`config.mk`:
```
export PLATFORM = sky130hd
export DESIGN_NAME = vga_pattern_gen
export DESIGN_NICKNAME = d
export VERILOG_FILES = /design/src/rtl/vga_pattern_gen.sv
export SDC_FILE = /design/constraint.sdc
export NUM_CORES = 1
export LEC_CHECK = 0
export CORE_MARGIN = 5
export CORE_UTILIZATION = 49
export CTS_CLUSTER_SIZE = 25
export DETAILED_ROUTE_END_ITERATION = 8
export PLACE_DENSITY_LB_ADDON = 0.3
export SYNTH_ARGS = -nofsm -noshare
export SYNTH_HDL_FRONTEND = slang
export SYNTH_SLANG_ARGS = --single-unit
```
`constraint.sdc`:
```
create_clock -name clk -period 1.7 [get_ports clk]
set_clock_uncertainty 0.1 [all_clocks]
set_input_delay 0.34 -clock clk [delete_from_list [all_inputs] [get_ports clk]]
set_output_delay 0.34 -clock clk [all_outputs]
set_load 0.1 [all_outputs]
```
`src/rtl/vga_pattern_gen.sv`:
```
// Parametrised VGA timing and test-pattern generator.
// A pixel-enable divider feeds the horizontal and vertical counters. Every
// output is a registered decode of the counter state, so the outputs trail
// the counters by one system clock. The pattern select is sampled only at
// the end of a frame.
module vga_pattern_gen #(
   parameter int H_ACTIVE = 640,
   parameter int H_FP     = 16,
   parameter int H_SYNC   = 96,
   parameter int H_BP     = 48,
   parameter int V_ACTIVE = 480,
   parameter int V_FP     = 10,
   parameter int V_SYNC   = 2,
   parameter int V_BP     = 33,
   parameter int CLK_DIV  = 2,
   parameter int SYNC_POL = 0,
   parameter int COLOR_W  = 4,
   parameter int CHK_LOG2 = 4,
   parameter int X_W      = 10,
   parameter int Y_W      = 10
) (
   input  logic               clk,
   input  logic               rst,
   input  logic [1:0]         mode,
   output logic               h_sync,
   output logic               v_sync,
   output logic [COLOR_W-1:0] r_out,
   output logic [COLOR_W-1:0] g_out,
   output logic [COLOR_W-1:0] b_out,
   output logic               video_on,
   output logic               frame_start,
   output logic [X_W-1:0]     x,
   output logic [Y_W-1:0]     y
);

   localparam int H_TOTAL = H_ACTIVE + H_FP + H_SYNC + H_BP;
   localparam int V_TOTAL = V_ACTIVE + V_FP + V_SYNC + V_BP;
   localparam int DIV_W   = (CLK_DIV > 1) ? $clog2(CLK_DIV) : 1;
   localparam int BAR_W   = (H_ACTIVE / 8 > 0) ? H_ACTIVE / 8 : 1;

   localparam logic [DIV_W-1:0] DIV_LAST   = DIV_W'(CLK_DIV - 1);
   localparam logic [X_W-1:0]   H_LAST     = X_W'(H_TOTAL - 1);
   localparam logic [X_W-1:0]   H_VIS      = X_W'(H_ACTIVE);
   localparam logic [X_W-1:0]   H_SS       = X_W'(H_ACTIVE + H_FP);
   localparam logic [X_W-1:0]   H_SE       = X_W'(H_ACTIVE + H_FP + H_SYNC);
   localparam logic [Y_W-1:0]   V_LAST     = Y_W'(V_TOTAL - 1);
   localparam logic [Y_W-1:0]   V_VIS      = Y_W'(V_ACTIVE);
   localparam logic [Y_W-1:0]   V_SS       = Y_W'(V_ACTIVE + V_FP);
   localparam logic [Y_W-1:0]   V_SE       = Y_W'(V_ACTIVE + V_FP + V_SYNC);
   localparam logic [X_W-1:0]   BAR_LAST   = X_W'(BAR_W - 1);
   localparam logic             SYNC_ACT   = (SYNC_POL != 0);

   logic [DIV_W-1:0]   div_cnt;
   logic [X_W-1:0]     h_cnt;
   logic [Y_W-1:0]     v_cnt;
   logic [1:0]         mode_q;
   logic [2:0]         bar_idx;
   logic [X_W-1:0]     bar_sub;
   logic               tick;

   logic               vis_d;
   logic               hs_d;
   logic               vs_d;
   logic               fs_d;
   logic [COLOR_W-1:0] red_d;
   logic [COLOR_W-1:0] green_d;
   logic [COLOR_W-1:0] blue_d;

   assign tick = (div_cnt == DIV_LAST);

   // Divider, raster counters, the colour-bar tracker and frame-aligned mode latch.
   // The bar tracker follows h_cnt pixel by pixel so no divide is needed.
   always_ff @(posedge clk or negedge rst) begin
      if (!rst) begin
         div_cnt <= '0;
         h_cnt   <= '0;
         v_cnt   <= '0;
         mode_q  <= '0;
         bar_idx <= '0;
         bar_sub <= '0;
      end else begin
         div_cnt <= tick ? '0 : div_cnt + 1'b1;
         if (tick) begin
            if (h_cnt == H_LAST) begin
               h_cnt   <= '0;
               bar_idx <= '0;
               bar_sub <= '0;
               if (v_cnt == V_LAST) begin
                  v_cnt  <= '0;
                  mode_q <= mode;
               end else begin
                  v_cnt <= v_cnt + 1'b1;
               end
            end else begin
               h_cnt <= h_cnt + 1'b1;
               if (bar_sub == BAR_LAST) begin
                  bar_sub <= '0;
                  if (bar_idx != 3'd7)
                     bar_idx <= bar_idx + 1'b1;
               end else begin
                  bar_sub <= bar_sub + 1'b1;
               end
            end
         end
      end
   end

   // Decode sync windows, visibility, frame start and pixel colour from the current counters.
   always_comb begin
      vis_d   = (h_cnt < H_VIS) && (v_cnt < V_VIS);
      hs_d    = ((h_cnt >= H_SS) && (h_cnt < H_SE)) ? SYNC_ACT : ~SYNC_ACT;
      vs_d    = ((v_cnt >= V_SS) && (v_cnt < V_SE)) ? SYNC_ACT : ~SYNC_ACT;
      fs_d    = (h_cnt == '0) && (v_cnt == '0) && (div_cnt == '0);
      red_d   = '0;
      green_d = '0;
      blue_d  = '0;
      if (vis_d) begin
         case (mode_q)
            2'd0: begin
               red_d   = '1;
               green_d = '1;
               blue_d  = '1;
            end
            2'd1: begin
               red_d   = {COLOR_W{bar_idx[2]}};
               green_d = {COLOR_W{bar_idx[1]}};
               blue_d  = {COLOR_W{bar_idx[0]}};
            end
            2'd2: begin
               if (h_cnt[CHK_LOG2] ^ v_cnt[CHK_LOG2]) begin
                  red_d   = '1;
                  green_d = '1;
                  blue_d  = '1;
               end
            end
            default: begin
               red_d   = h_cnt[COLOR_W-1:0];
               green_d = v_cnt[COLOR_W-1:0];
               blue_d  = ~h_cnt[COLOR_W-1:0];
            end
         endcase
      end
   end

   // Register every output so the DAC sees glitch-free levels.
   always_ff @(posedge clk or negedge rst) begin
      if (!rst) begin
         h_sync      <= ~SYNC_ACT;
         v_sync      <= ~SYNC_ACT;
         r_out       <= '0;
         g_out       <= '0;
         b_out       <= '0;
         video_on    <= 1'b0;
         frame_start <= 1'b0;
         x           <= '0;
         y           <= '0;
      end else begin
         h_sync      <= hs_d;
         v_sync      <= vs_d;
         r_out       <= red_d;
         g_out       <= green_d;
         b_out       <= blue_d;
         video_on    <= vis_d;
         frame_start <= fs_d;
         x           <= vis_d ? h_cnt : '0;
         y           <= vis_d ? v_cnt : '0;
      end
   end

endmodule

```
==> results.yml, run 1 <==
floorplanning:
  die-height_um: 90.6
  coreArea_um2: 6350
  rows: 29
  start_util: 0.501
  ios: 40
  die_x_um: 90.6
  dieArea_um2: 8200
sta:
  hold-worst-slack_ps: 438
  finalWorstSetupSlack_ps: -71.8
  final-hold-violation-count: 0
  drv_slew: 0
  post-route-period-util: 1.04
  setup_viol_count_final: 8
  rsz0062_at_grt: "true"
  fmax_mhz: 564
  layout_min_cycle_time_ps: 1770
setup_path:
  reg2reg_to: "bar_idx[0]"
  r2r_start: "bar_sub[9]"
  crit_arrival_ps: 1910
  critical_path.top_delay_family: "simple AND/OR/NAND/NOR gates"
  worstSetupPathType: "reg -> reg"
  end_kind: "flip-flop"
  startpoint_type: "flip-flop"
  reg2reg_slack_ps: -70
  required_ps: 1840
  cp_num_buf_inv: 0
  worstPathCellList: "or4_4 -> nor4b_4 -> nor2_2 -> mux2_4"
  worstPathMaxFanout: 3
  slowest_delay_ps: 570
  r2r.worst_path.cells: 4
  slowest_stage: "or4_4"
  path_depth: 4
yosys:
  synth_top_area_frac: 0.551
  synth_area_per_cell_um2: 11.5
  yosys_warnings: 0
  netlist_area_um2: 3180
  yosysUniqueCellTypes: 50
  ys_ff_latch: 72
  ys_async_sr_fraction: 1.00
  seq_area_frac_synth: 0.567
  synth_area_leaders: "dfrtp_1 (55%), nand3_1 (2.8%), and2_1 (2.8%), ha_1 (2.8%), o21a_1 (2.6%)"
  synth_edf_count: 0
  synth_flop_cell: "dfrtp_1"
  synth_common_cells: "dfrtp_1 (70), nand3_1 (18), nand2_1 (15), and2_1 (14), o21ai_0 (13)"
  synth_top_area_cell: "dfrtp_1"
  synth_fp_nets: 287
  yosysMostFrequentCell: "dfrtp_1"
  syn_inst: 276
run:
  maxCapViolations: 0
drt:
  postRouteAntennaNets: 0
  avgViaCountPerCell: 5.49
  wl_per_cell_um: 16.1
  drt-total-wl_um: 7260
  drtIter0Drc: 99
  firstDrtPassIters: 4
  drc: 0
  vias: 2469
clock_tree:
  cts_tree: "built"
  cts-htree-levels: 3
  clk_latency_ps: 350
  clk_pin_slew_ps: 70
  ctsLongestPathBuffers: 2
  cts_root_buf: "clkbuf_8"
  cts_buffers: 9
  cts_sinks: 72
layout:
  final_net_count: 379
  area_delta_synth_final_pct: 49.3
  drive_gt1_frac: 0.367
  fin_util: 0.748
  diodes: 0
  final_cells: 450
grt:
  track_usage: 0.186
  overflow: 0
  grt_max_degree: 73
  grt_pass1_wl_um: 12400
  grt_pass1_vias: 2541
  antenna_found_initial: 0
placed_design:
  dp_worst_setup_slack_ps: -88.1
  io_buffers: 39
  numPlacedInstances: 426
  hpwl_um: 4970
  gp_congestion: 0.885
power_and_ir_drop:
  power_density_nw_per_um2: 746
  p_total_w: 0.00354
  leakage_nw: 2.23
  ir_worst_vdd_mv: 0.610
hold_path:
  hp-class: "in -> async"
status:
  violations: "setup timing"
  outcome: "finished, violations left"
## cells in the final DEF, fill, tap and decap left out, types with 6 or more instances in the layout
master,Yosys,layout
nand2_1,15,13
nor4_1,6,6
ha_1,7,6
and2_1,14,15
dfrtp_1,70,69
nor2_1,8,8
a21oi_1,8,8
o21a_1,11,10
nand3_1,18,15
a31oi_1,6,6
xnor2_1,9,8
buf_6,0,6
buf_4,2,47
clkbuf_8,0,10
o21ai_0,13,10
buf_12,0,37
inv_1,7,7
and3_1,7,7
xor2_1,7,7
## kinds of logic (layout without fill, tap and decap cells)
group,count (synthesis),after routing,synth area share
other,1,1,0.00118
flip-flops,72,72,0.567
XOR/XNOR,16,16,0.0441
multiplexers,4,4,0.0173
AND/OR/NAND/NOR,106,106,0.203
adder cells (fa/ha/maj),7,7,0.0275
buffers and inverters,20,117,0.0283
AO/OA/AOI/OAI,50,50,0.111
## report_power, final
part           switching [W]  internal, W
Combinational       0.000219     0.000110
Clock               0.000594     0.000866
Sequential         0.0000187      0.00174
## sequential cells by signal, summed over array words and instances, names as in the netlist, 2 cells and up
| name | flops |
|---|---|
| b_out | 4 |
| y | 10 |
| x | 10 |
| h_cnt | 10 |
| v_cnt | 10 |
| g_out | 4 |
| mode_q | 2 |
| bar_idx | 3 |
| r_out | 4 |
| bar_sub | 10 |
## routing by layer
layer / vias up / wire, um / share of wire / track usage
li1: 1168 / - / - / -
met1: 1193 / 2950 / 0.41 / 0.238
met2: 89 / 3650 / 0.50 / 0.303
met3: 19 / 489 / 0.067 / 0.0367
met4: 0 / 158 / 0.022 / 0.0881
met5: - / 0 / 0 / 0
## metrics by stage
step	cell area [um2]	TNS [ps]
3_5_place_dp	4340	-569
6_report	4750	-319
3_3_place_gp	4340	-56.1
5_1_grt	4750	-1490
2_1_floorplan	3200	-78.5
4_1_cts	4620	-420
## final cells by class
class / count / area, um2
clock inverters: 3 / 65.1
well taps: 77 / 96.3
fillers: 384 / 1600
repair buffers: 94 / 1200
multi-input cells: 184 / 1410
clock buffers: 13 / 149
flip-flops and latches: 72 / 1810
inverters: 7 / 26.3
## worst reg2reg max path: cells and delay by family (launching register included)
kind / cells / cell delay (ps)
flops: 1 / 380
mux: 1 / 260
simple gates: 3 / 910
## timing repair
action,CTS,global route
buffers inserted,3,4
setup endpoints to repair,17,39
pin swaps,3,8
hold buffers,1,0
gates resized for setup,8,25
hold endpoints to repair,70,0
## how the worst max path moves through the flow
stage                          start          to
after floorplan           bar_sub[5]  bar_idx[0]
after global placement    bar_sub[9]  bar_idx[0]
after detailed placement    h_cnt[1]    v_cnt[9]
after CTS                 bar_sub[9]  bar_idx[0]
after global routing        h_cnt[6]    v_cnt[9]
final                     bar_sub[9]  bar_idx[0]
Power figures use the tool's default switching activity.
==> run 2, diff against run 1 <==
- CTS_CLUSTER_DIAMETER: default -> 80
- CTS_CLUSTER_SIZE: 25 -> 30
==> results of run 2 <==
The final DEF is identical to that of run 1; final timing and power are the same.
